File: src/rtl/rggen_rtl_pkg.sv
// Shared register-bus types: access kind and response status.
// The status encoding matches the AXI4-Lite xRESP field bit for bit.
package rggen_rtl_pkg;

  typedef enum logic [1:0] {
    RGGEN_READ  = 2'b10,
    RGGEN_WRITE = 2'b11
  } rggen_access;

  typedef enum logic [1:0] {
    RGGEN_OKAY         = 2'b00,
    RGGEN_EXOKAY       = 2'b01,
    RGGEN_SLAVE_ERROR  = 2'b10,
    RGGEN_DECODE_ERROR = 2'b11
  } rggen_status;

endpackage

File: src/rtl/rggen_bus_if.sv
// Simple valid/ready register bus between a protocol bridge (master)
// and the register block (slave).
interface rggen_bus_if
  import rggen_rtl_pkg::*;
#(
  parameter int ADDRESS_WIDTH = 8,
  parameter int BUS_WIDTH     = 32
);

  logic                       valid;
  rggen_access                access;
  logic [ADDRESS_WIDTH-1:0]   address;
  logic [BUS_WIDTH-1:0]       write_data;
  logic [BUS_WIDTH/8-1:0]     strobe;
  logic                       ready;
  rggen_status                status;
  logic [BUS_WIDTH-1:0]       read_data;

  modport master (
    output valid, access, address, write_data, strobe,
    input  ready, status, read_data
  );

  modport slave (
    input  valid, access, address, write_data, strobe,
    output ready, status, read_data
  );

endinterface

File: src/rtl/rggen_axi4lite_bridge.sv
// AXI4-Lite slave to rggen register bus bridge: one transaction in flight,
// round-robin arbitration between a complete write (AW+W) and a read (AR).
module rggen_axi4lite_bridge
  import rggen_rtl_pkg::*;
#(
  parameter int ADDRESS_WIDTH = 8,
  parameter int BUS_WIDTH     = 32
)(
  input  logic                     i_clk,
  input  logic                     i_rst,
  input  logic                     i_awvalid,
  output logic                     o_awready,
  input  logic [ADDRESS_WIDTH-1:0] i_awaddr,
  input  logic [2:0]               i_awprot,
  input  logic                     i_wvalid,
  output logic                     o_wready,
  input  logic [BUS_WIDTH-1:0]     i_wdata,
  input  logic [BUS_WIDTH/8-1:0]   i_wstrb,
  output logic                     o_bvalid,
  input  logic                     i_bready,
  output logic [1:0]               o_bresp,
  input  logic                     i_arvalid,
  output logic                     o_arready,
  input  logic [ADDRESS_WIDTH-1:0] i_araddr,
  input  logic [2:0]               i_arprot,
  output logic                     o_rvalid,
  input  logic                     i_rready,
  output logic [BUS_WIDTH-1:0]     o_rdata,
  output logic [1:0]               o_rresp,
  rggen_bus_if.master              bus_if
);

  typedef enum logic [1:0] {
    IDLE,
    REQUEST,
    WRITE_RESPONSE,
    READ_RESPONSE
  } state_e;

  state_e                   state;
  state_e                   state_next;
  logic                     last_grant_read;
  logic                     grant_write;
  logic                     grant_read;
  logic                     write_pending;
  logic                     read_pending;
  logic                     in_idle;

  rggen_access              access_q;
  logic [ADDRESS_WIDTH-1:0] address_q;
  logic [BUS_WIDTH-1:0]     write_data_q;
  logic [BUS_WIDTH/8-1:0]   strobe_q;
  rggen_status              status_q;
  logic [BUS_WIDTH-1:0]     read_data_q;

  // Protection attributes carry no meaning for the register bus.
  logic                     unused_prot;
  assign unused_prot = ^{i_awprot, i_arprot};

  // Grants are suppressed while reset is asserted so nothing is acknowledged
  // on the AXI side that the reset would then discard.
  assign in_idle       = (state == IDLE) && !i_rst;
  assign write_pending = i_awvalid && i_wvalid;
  assign read_pending  = i_arvalid;
  assign grant_write   = in_idle && write_pending && (!read_pending || last_grant_read);
  assign grant_read    = in_idle && read_pending && (!write_pending || !last_grant_read);

  // NOTE: sequential state uses non-blocking assignments so every register
  // samples the pre-edge values, independent of process ordering.
  always_ff @(posedge i_clk) begin
    if (i_rst) begin
      state <= IDLE;
    end else begin
      state <= state_next;
    end
  end

  // NOTE: every always_comb output gets a default first; a branch that
  // forgets an assignment would otherwise infer a latch.
  always_comb begin
    state_next = state;
    case (state)
      IDLE: begin
        if (grant_write || grant_read) begin
          state_next = REQUEST;
        end
      end
      REQUEST: begin
        if (bus_if.ready) begin
          state_next = (access_q == RGGEN_WRITE) ? WRITE_RESPONSE : READ_RESPONSE;
        end
      end
      WRITE_RESPONSE: begin
        if (i_bready) begin
          state_next = IDLE;
        end
      end
      READ_RESPONSE: begin
        if (i_rready) begin
          state_next = IDLE;
        end
      end
      default: state_next = IDLE;
    endcase
  end

  always_comb begin
    o_awready    = grant_write;
    o_wready     = grant_write;
    o_arready    = grant_read;
    bus_if.valid = (state == REQUEST);
    o_bvalid     = (state == WRITE_RESPONSE);
    o_rvalid     = (state == READ_RESPONSE);
  end

  always_ff @(posedge i_clk) begin
    if (i_rst) begin
      last_grant_read <= 1'b1;
    end else if (grant_write || grant_read) begin
      last_grant_read <= grant_read;
    end
  end

  always_ff @(posedge i_clk) begin
    if (i_rst) begin
      access_q     <= rggen_access'(2'b00);
      address_q    <= '0;
      write_data_q <= '0;
      strobe_q     <= '0;
      status_q     <= RGGEN_OKAY;
      read_data_q  <= '0;
    end else begin
      if (grant_write) begin
        access_q     <= RGGEN_WRITE;
        address_q    <= i_awaddr;
        write_data_q <= i_wdata;
        strobe_q     <= i_wstrb;
      end else if (grant_read) begin
        access_q     <= RGGEN_READ;
        address_q    <= i_araddr;
        write_data_q <= '0;
        strobe_q     <= '1;
      end
      if ((state == REQUEST) && bus_if.ready) begin
        status_q <= bus_if.status;
        if (access_q == RGGEN_READ) begin
          read_data_q <= bus_if.read_data;
        end
      end
    end
  end

  assign bus_if.access     = access_q;
  assign bus_if.address    = address_q;
  assign bus_if.write_data = write_data_q;
  assign bus_if.strobe     = strobe_q;

  // B and R share the single captured status; only one is ever presented.
  assign o_bresp = status_q;
  assign o_rresp = status_q;
  assign o_rdata = read_data_q;

endmodule

File: src/flat_wrapper.sv
// flat-port wrapper written by rule: the top's interface ports become plain ports
module rggen_axi4lite_bridge_flat import rggen_rtl_pkg::*;
#(
  parameter int ADDRESS_WIDTH = 8,
  parameter int BUS_WIDTH     = 32
)
  (i_clk, i_rst, i_awvalid, o_awready, i_awaddr, i_awprot, i_wvalid, o_wready, i_wdata, i_wstrb, o_bvalid, i_bready, o_bresp, i_arvalid, o_arready, i_araddr, i_arprot, o_rvalid, i_rready, o_rdata, o_rresp, bus_if_valid, bus_if_access, bus_if_address, bus_if_write_data, bus_if_strobe, bus_if_ready, bus_if_status, bus_if_read_data);
  rggen_bus_if #(.ADDRESS_WIDTH(ADDRESS_WIDTH), .BUS_WIDTH(BUS_WIDTH)) bus_if_i ();
  input  logic i_clk;
  input  logic i_rst;
  input  logic i_awvalid;
  output logic o_awready;
  input  logic [ADDRESS_WIDTH-1:0] i_awaddr;
  input  logic [2:0] i_awprot;
  input  logic i_wvalid;
  output logic o_wready;
  input  logic [BUS_WIDTH-1:0] i_wdata;
  input  logic [BUS_WIDTH/8-1:0] i_wstrb;
  output logic o_bvalid;
  input  logic i_bready;
  output logic [1:0] o_bresp;
  input  logic i_arvalid;
  output logic o_arready;
  input  logic [ADDRESS_WIDTH-1:0] i_araddr;
  input  logic [2:0] i_arprot;
  output logic o_rvalid;
  input  logic i_rready;
  output logic [BUS_WIDTH-1:0] o_rdata;
  output logic [1:0] o_rresp;
  output wire logic [$bits(bus_if_i.valid)-1:0] bus_if_valid;
  output wire logic [$bits(bus_if_i.access)-1:0] bus_if_access;
  output wire logic [$bits(bus_if_i.address)-1:0] bus_if_address;
  output wire logic [$bits(bus_if_i.write_data)-1:0] bus_if_write_data;
  output wire logic [$bits(bus_if_i.strobe)-1:0] bus_if_strobe;
  input wire logic [$bits(bus_if_i.ready)-1:0] bus_if_ready;
  input wire logic [$bits(bus_if_i.status)-1:0] bus_if_status;
  input wire logic [$bits(bus_if_i.read_data)-1:0] bus_if_read_data;
  assign bus_if_valid = bus_if_i.valid;
  assign bus_if_access = bus_if_i.access;
  assign bus_if_address = bus_if_i.address;
  assign bus_if_write_data = bus_if_i.write_data;
  assign bus_if_strobe = bus_if_i.strobe;
  assign bus_if_i.ready = bus_if_ready;
  assign bus_if_i.status = bus_if_status;
  assign bus_if_i.read_data = bus_if_read_data;
  rggen_axi4lite_bridge #(.ADDRESS_WIDTH(ADDRESS_WIDTH), .BUS_WIDTH(BUS_WIDTH)) u_core (.i_clk(i_clk), .i_rst(i_rst), .i_awvalid(i_awvalid), .o_awready(o_awready), .i_awaddr(i_awaddr), .i_awprot(i_awprot), .i_wvalid(i_wvalid), .o_wready(o_wready), .i_wdata(i_wdata), .i_wstrb(i_wstrb), .o_bvalid(o_bvalid), .i_bready(i_bready), .o_bresp(o_bresp), .i_arvalid(i_arvalid), .o_arready(o_arready), .i_araddr(i_araddr), .i_arprot(i_arprot), .o_rvalid(o_rvalid), .i_rready(i_rready), .o_rdata(o_rdata), .o_rresp(o_rresp), .bus_if(bus_if_i));
endmodule
File: config.mk
export PLATFORM = sky130hd
export DESIGN_NAME = rggen_axi4lite_bridge_flat
export DESIGN_NICKNAME = d
export VERILOG_FILES = /design/src/rtl/rggen_rtl_pkg.sv /design/src/rtl/rggen_bus_if.sv /design/src/rtl/rggen_axi4lite_bridge.sv /design/src/flat_wrapper.sv
export SDC_FILE = /design/constraint.sdc
export NUM_CORES = 1
export LEC_CHECK = 0
export ABC_AREA = 1
export CAP_MARGIN = 0
export CORE_MARGIN = 2
export CORE_UTILIZATION = 30
export DETAILED_ROUTE_END_ITERATION = 12
export GPL_ROUTABILITY_DRIVEN = 1
export PLACE_DENSITY = 0.72
export SLEW_MARGIN = 40
export SYNTH_ARGS = -nofsm -noshare
export SYNTH_HDL_FRONTEND = slang
export SYNTH_SLANG_ARGS = --single-unit
File: constraint.sdc
create_clock -name i_clk -period 2.6 [get_ports i_clk]
set_input_delay 0.39 -clock i_clk [delete_from_list [all_inputs] [get_ports i_clk]]
set_output_delay 0.39 -clock i_clk [all_outputs]
set_load 0.005 [all_outputs]
* After elaboration in Yosys (flattened, before gate mapping)
Cells that the tools add are included.
** Word-level totals
- Output and inout port bits :: 88
- Register bits :: 83
** Operators by class
- Mux-type cells :: 14
- Reductions and logical operators :: 18
- Equality and inequality tests :: 9
** Operators by type and width (number)
- 2-to-1 mux 32 bit :: 2
- 2-to-1 mux 8 bit :: 2
- 2-to-1 mux 2 bit :: 6
- equality test 2 bit (second input constant) :: 4
- 2-to-1 mux 4 bit :: 2
- case mux 2 bit (4 select lines) :: 1
- logical AND 1 bit :: 7
- != test 2 x 1 -> 1 bit (second input constant) :: 3
- zero test 1 bit :: 4
- AND reduction 4 bit :: 1
- logical OR 1 bit :: 3
- equality test 2 x 1 -> 1 bit (second input constant) :: 1
- zero test 2 bit :: 1
- != test 2 bit (second input constant) :: 1
- AND reduction 2 bit :: 1
- nonzero test 2 bit :: 1
- 2-to-1 mux 1 bit :: 1

* Depth between registers and ports, before layout
Gate-level depths: netlist of the first run.
- Depth in word-level cells :: 7
- Mapped depth :: 10

* Worst setup path before layout of the first run
No wires, ideal clock.
- Kind :: input port to output port
- From :: in i_rst
- To :: out o_wready
- Cell stages on the path :: 6
- Slack :: 1.034 ns
- Arrival :: 1.176 ns
- Cells stage by stage :: buf_2 nor2_2 nand2_4 inv_2 buf_2 buf_4
** On the way
- Word-level cells in the longest chain between the ends :: 4
** Ends and longest elaborated chain
- start: declaration :: RTL line flat_wrapper.sv:10 : input logic i_rst;
- zero test 1 bit :: RTL line rggen_axi4lite_bridge.sv:62 : assign in_idle = (state == IDLE) && !i_rst;
- logical AND 1 bit :: RTL line rggen_axi4lite_bridge.sv:62
- logical AND 1 bit (2 in series) :: RTL line rggen_axi4lite_bridge.sv:65 : assign grant_write = in_idle && write_pending && (!read_pending || last_grant_read);
- end: declaration :: RTL line flat_wrapper.sv:16 : output logic o_wready;
No other way between the ends.

* Worst setup path in the final report of the first run
- From :: in i_awvalid
- To :: out o_wready
** On the way
- Word-level cells in the longest chain between the ends :: 3
** Ends and longest elaborated chain
- start: declaration :: RTL line flat_wrapper.sv:11 : input logic i_awvalid;
- logical AND 1 bit :: RTL line rggen_axi4lite_bridge.sv:63 : assign write_pending = i_awvalid && i_wvalid;
- logical AND 1 bit (2 in series) :: RTL line rggen_axi4lite_bridge.sv:65
No other way between the ends.

==> run metrics, run 1 <==
drt drc 0; post-DP HPWL ~6700 um; Synth Net Count 513; vias in the first global route 3289; Syn Std Cell Area 3150 sq um; startpoint types input port; buffers added on ports 181; sequential fraction of the synthesis area a little over half; Antenna Diode Count 0; CTS tree built; final wirelength 9340 um; Die Y roughly 110 um; most common cell after layout, fill and taps aside clkdlybuf4s50_1; Max-cap violations 0; status complete, no violations; max-slew violations 0; Clock Tree Buf Depth 2; initial core utilization 30.6%; Fin Hold WS roughly 0.46 ns; Die ar. 11300 sq um; htree depth 3; Clk Latency, worst-skew pair 0.35 ns; largest net degree at the start of global routing 48; grt ovf 0; clock power share between 30% and 40%; initial antenna violation count 0; Mapped Cells 413; First-pass DRT Iterations 4; Floorplan Core Area 10300 sq um; Nets 682; Worst Tran Pin Value roughly 0.63 ns; # fillers a little over 1000; Avg WL per Cell 12.9 um; Core Rows 37; Final Cycle Share 85.8%; register clock-pin slew on the reported worst setup and hold paths 0.08 ns; RSZ-0062 raised after global routing false; post_cts resized 0; combinational power share 24.8%; number of CTS-inserted buffers 9; FF+latch area 1660 sq um; Leakage between 0.0015 and 0.002 uW; min-delay worst type flip-flop to flip-flop; Area growth syn-to-layout 65.7%; final clock skew 0.0103 ns; Sw Share 26.7%; Vias about 3300; first-pass GRT wire length 15300 um; FF+latch count, synth just over 80; Final Util 50.8%; pwr/cell area between 600 and 700 nW/um^2; Mean Syn Cell Area 7.63 sq um; Switch Pwr 927 uW; Die W 106 um; Reg power frac 42.9%; worst reg2reg setup slack 0.66 ns; setup TNS 0 ns; DRT iter0 DRCs 141; most frequent cells in the layout 181 x clkdlybuf4s50_1, 100 x nand2_1, 91 x nor2_1; worst vdd ir about 0.34 mV; Worst setup EP type output port; Fmax ~450 MHz; Hold Buf Count CTS 0; I/O Pins 188; final hold vios 0; Total Routing Usage GR 16.9%; relative slew slack 57.9%; endpoints failing setup 0; Post-CTS Setup Bufs 0; TritonCTS Sinks 83; layout cells sized above 1 approximately 5.5%; Req. time, crit path 2.21 ns; Yosys warnings 0; Root Driver clkbuf_8; critical path class input port to output port; DRT antenna net count 0; area of the multi-input gates 1240 sq um; synth unique cells 24; RePlAce Congestion roughly 0.78; crit-path max FO 6; Vias/cell around 4.5; Power Internal 2540 uW; Worst EP arrival ~1.8 ns; Final min period 2.23 ns
==> critical path: stages <==
cell	delay (ns)
clkdlybuf4s50_1	0.48
nand2_1	0.06
a21oi_1	0.21
nand2_4	0.08
inv_2	0.11
clkdlybuf4s50_1	0.52
==> sequential cells by signal, summed over array words and instances, names as in the netlist <==
register,count
u_core.o_bresp,2
u_core.state,2
u_core.bus_if.address,8
u_core.bus_if.access,2
u_core.last_grant_read,1
u_core.o_rdata,32
u_core.bus_if.write_data,32
u_core.bus_if.strobe,4
==> Yosys cell counts, drive strengths merged <==
cell / count / area [sq um]
a21oi: 36 / 180
buf: 20 / 160
clkbuf: 8 / 31.3
clkinv: 1 / 5.00
dfxtp: 83 / 1660
inv: 13 / 48.8
nand2: 103 / 399
nand3: 5 / 37.5
nand3b: 2 / 15.0
nand4: 1 / 6.26
nor2: 93 / 359
o211ai: 1 / 7.51
o21ai: 46 / 230
o21bai: 1 / 7.51
==> final timing paths <==
kind                            depth (start not counted)                           end                          from
worst max-delay path                                    6                      o_wready                     i_awvalid
worst min-delay path                                    2  u_core.bus_if.write_data[23]  u_core.bus_if.write_data[23]
worst max register to register                          9  u_core.bus_if.write_data[30]               u_core.state[1]
worst min register to register                          2  u_core.bus_if.write_data[23]  u_core.bus_if.write_data[23]
==> logic make-up after synthesis <==
group | synth area share [%]
compound gates | 13.5
buf+inv | 7.79
flops | 52.8
simple gates | 25.9
==> metal layers <==
metal | up-vias | GRT usage [%] | part of all wire (%)
met1 | 1459 | 19.0 | 42
met4 | 0 | 7.42 | 1.7
li1 | 1637 | - | -
met2 | 157 | 27.2 | 43
met5 | - | 0 | 0
met3 | 12 | 8.15 | 13
==> metrics by stage <==
step                total power [uW]  cell area (sq um)  setup WS (ns)  instances
floorplan                       1910               3150           1.03        413
global route                    3670               5220          0.280        723
global placement                2370               4980          0.396        707
finish                          3470               5220          0.369        723
detailed placement              2390               4980          0.315        707
CTS                             3510               5220          0.373        723
==> power by group through the flow <==
| stage | registers [uW] | clock network (uW) | logic, uW |
|---|---|---|---|
| CTS | 1490 | 1150 | 874 |
| global route | 1510 | 1200 | 957 |
| detailed placement | 1520 | 0 | 869 |
| floorplan | 1520 | 0 | 391 |
| global placement | 1510 | 0 | 854 |
| finish | 1490 | 1120 | 861 |
==> area by class of cell <==
class	instances	share of cell area (%)
Clock buffer	11	2.71
Clock inverter	5	1.92
Inverter	14	1.03
Multi-Input combinational cell	288	23.8
Sequential cell	83	31.8
Tap cell	136	3.26
Timing Repair Buffer	186	35.4
No activity file was read; power rests on OpenSTA's default activity.
==> run 2: changes to the inputs <==
CORE_MARGIN = 1.5   (was 2)
==> run 2 against run 1 <==
Utilization fell by 0.33 points. Die area down 1.9%. Worst setup slack got worse by 0.0025 ns. Clock power down 27%. Sequential power about the same. Clock skew is 0.0029 ns higher. Hold slack gained 0.0017 ns. Register-to-register slack better by 0.05 ns. Critical endpoint is now o_arready. Largest power group unchanged.
==> run metrics, run 2 (synthesized netlist as in run 1, its figures left out) <==
relative slew slack 56.4%; Clock Tree Buf Depth 2; Worst Tran Pin Value 0.652 ns; grt ovf 0; final wirelength 9200 um; I/O Pins 188; setup TNS 0 ns; Die Y 105 um; Worst EP arrival approximately 1.8 ns; FF-to-FF End u_core.bus_if.write_data[25]; max-slew violations 0; Antenna Diode Count 0; critical path class flip-flop to output port; Worst setup EP type output port; Power Internal between 2000 and 2500 uW; Reg2Reg Depth 9; vias in the first global route 3111; status complete, no violations; TritonCTS Sinks 83; CTS tree built; First-pass DRT Iterations 4; Post-CTS Setup Bufs 0; pwr/cell area 615 nW/um^2; layout cells sized above 1 5.61%; Final min period 2.23 ns; DP Area approximately 5000 sq um; first-pass GRT wire length 14700 um; Nets 684; Root Driver clkbuf_8; crit-path max FO 6; DRT iter0 DRCs 166; CP peak stage delay around 0.53 ns; Floorplan Core Area 10200 sq um; Avg WL per Cell between 10 and 15 um; Fmax 448 MHz; worst vdd ir around 0.27 mV; Leakage 0.00193 uW; most common cell after layout, fill and taps aside clkdlybuf4s50_1; combinational power share 27.2%; Max-cap violations 0; min-delay worst type flip-flop to flip-flop; clock power share 25.8%; Hold Path Stages 2; Clk Latency, worst-skew pair roughly 0.34 ns; initial antenna violation count 0; Hold EP u_core.bus_if.write_data[17]; number of CTS-inserted buffers 9; DRT antenna net count 0; Vias/cell 4.42; most frequent cells in the layout 181 x clkdlybuf4s50_1, 100 x nand2_1, 91 x nor2_1; post-DP HPWL 6570 um; register clock-pin slew on the reported worst setup and hold paths 0.08 ns; final instance area a little over 5000 sq um; endpoints failing setup 0; worst reg2reg startpoint u_core.state[1]; Die ar. 11100 sq um; startpoint types flip-flop; buffers added on ports 181; highest-delay cell along the critical path clkdlybuf4s50_1; Vias 3200; Final Cycle Share 85.9%; final hold vios 0; Area growth syn-to-layout 63.9%; largest net degree at the start of global routing between 40 and 50; post_cts resized 0; final clock skew 0.0132 ns; Die W approximately 110 um; total chip power 3170 uW; RSZ-0062 raised after global routing false; critical-path cell list nor2_1, nand4_1, inv_1, clkdlybuf4s50_1; HP Start u_core.bus_if.write_data[17]; initial core utilization 30.8%; Req. time, crit path 2.21 ns; RePlAce Congestion 0.759; Fin Hold WS 0.462 ns; worst reg2reg setup slack 0.71 ns; Switch Pwr 923 uW; Reg power frac 47.0%; Hold Buf Count CTS 0; htree depth 3; # placed instances roughly 710; Layout Cells excl Fill 724; Critical Path Source u_core.state[1]; Core Rows 37; Total Routing Usage GR 16.4%; drt drc 0; Sw Share 29.1%
[run 2: changes by cell type in the layout (fill, tap and decap cells not counted)]
cell / change
bufinv_16: -3
clkinvlp_4: +3
buf_4: +2
clkinv_2: -1
[run 2: final cells by class]
| class | count | area [sq um] |
|---|---|---|
| clock buffer | 11 | 141 |
| fill | 968 | 5070 |
| timing repair buffer | 188 | 1860 |
| multi-input combinational | 288 | 1240 |
| tap | 136 | 170 |
| inverter | 14 | 53.8 |
| clock inverter | 4 | 27.5 |
| sequential | 83 | 1660 |
[run 2: worst max-delay path by stage]
| stage | endpoint | depth (start not counted) |
|---|---|---|
| floorplan | o_wready | 6 |
| global placement | u_core.bus_if.write_data[30] | 9 |
| detailed placement | u_core.bus_if.write_data[25] | 9 |
| CTS | o_arready | 4 |
| global route | o_arready | 4 |
| finish | o_arready | 4 |
[run 2: stage by stage]
stage	worst slack [ns]	util, %
final	0.367	50.4
after floorplan	1.03	-
after global routing	0.231	50.4
after global placement	0.230	48.8
after detailed placement	0.157	48.8
after CTS	0.335	50.4
[run 2: worst max-delay path, delay by kind of cell, from the launching register on]
| family | cells | cell delay (ns) |
|---|---|---|
| buffers and inverters | 2 | 0.64 |
| DFF | 1 | 0.39 |
| and+or+nand+nor | 2 | 0.48 |
[run 2: power groups by stage]
| stage | logic (uW) | clock network [uW] | registers [uW] |
|---|---|---|---|
| after floorplan | 391 | 0 | 1520 |
| after global placement | 863 | 0 | 1510 |
| after detailed placement | 873 | 0 | 1520 |
| after CTS | 878 | 864 | 1490 |
| after global routing | 957 | 907 | 1510 |
| final | 863 | 820 | 1490 |
[run 2: layer usage]
layer / vias to the layer above / part of all wire (%) / track usage (%) / wire [um]
met5: - / 0 / 0 / 0
li1: 1641 / - / - / -
met3: 7 / 11 / 6.74 / 1020
met4: 0 / 0.98 / 5.58 / 90
met1: 1411 / 43 / 18.9 / 3970
met2: 141 / 45 / 27.4 / 4120
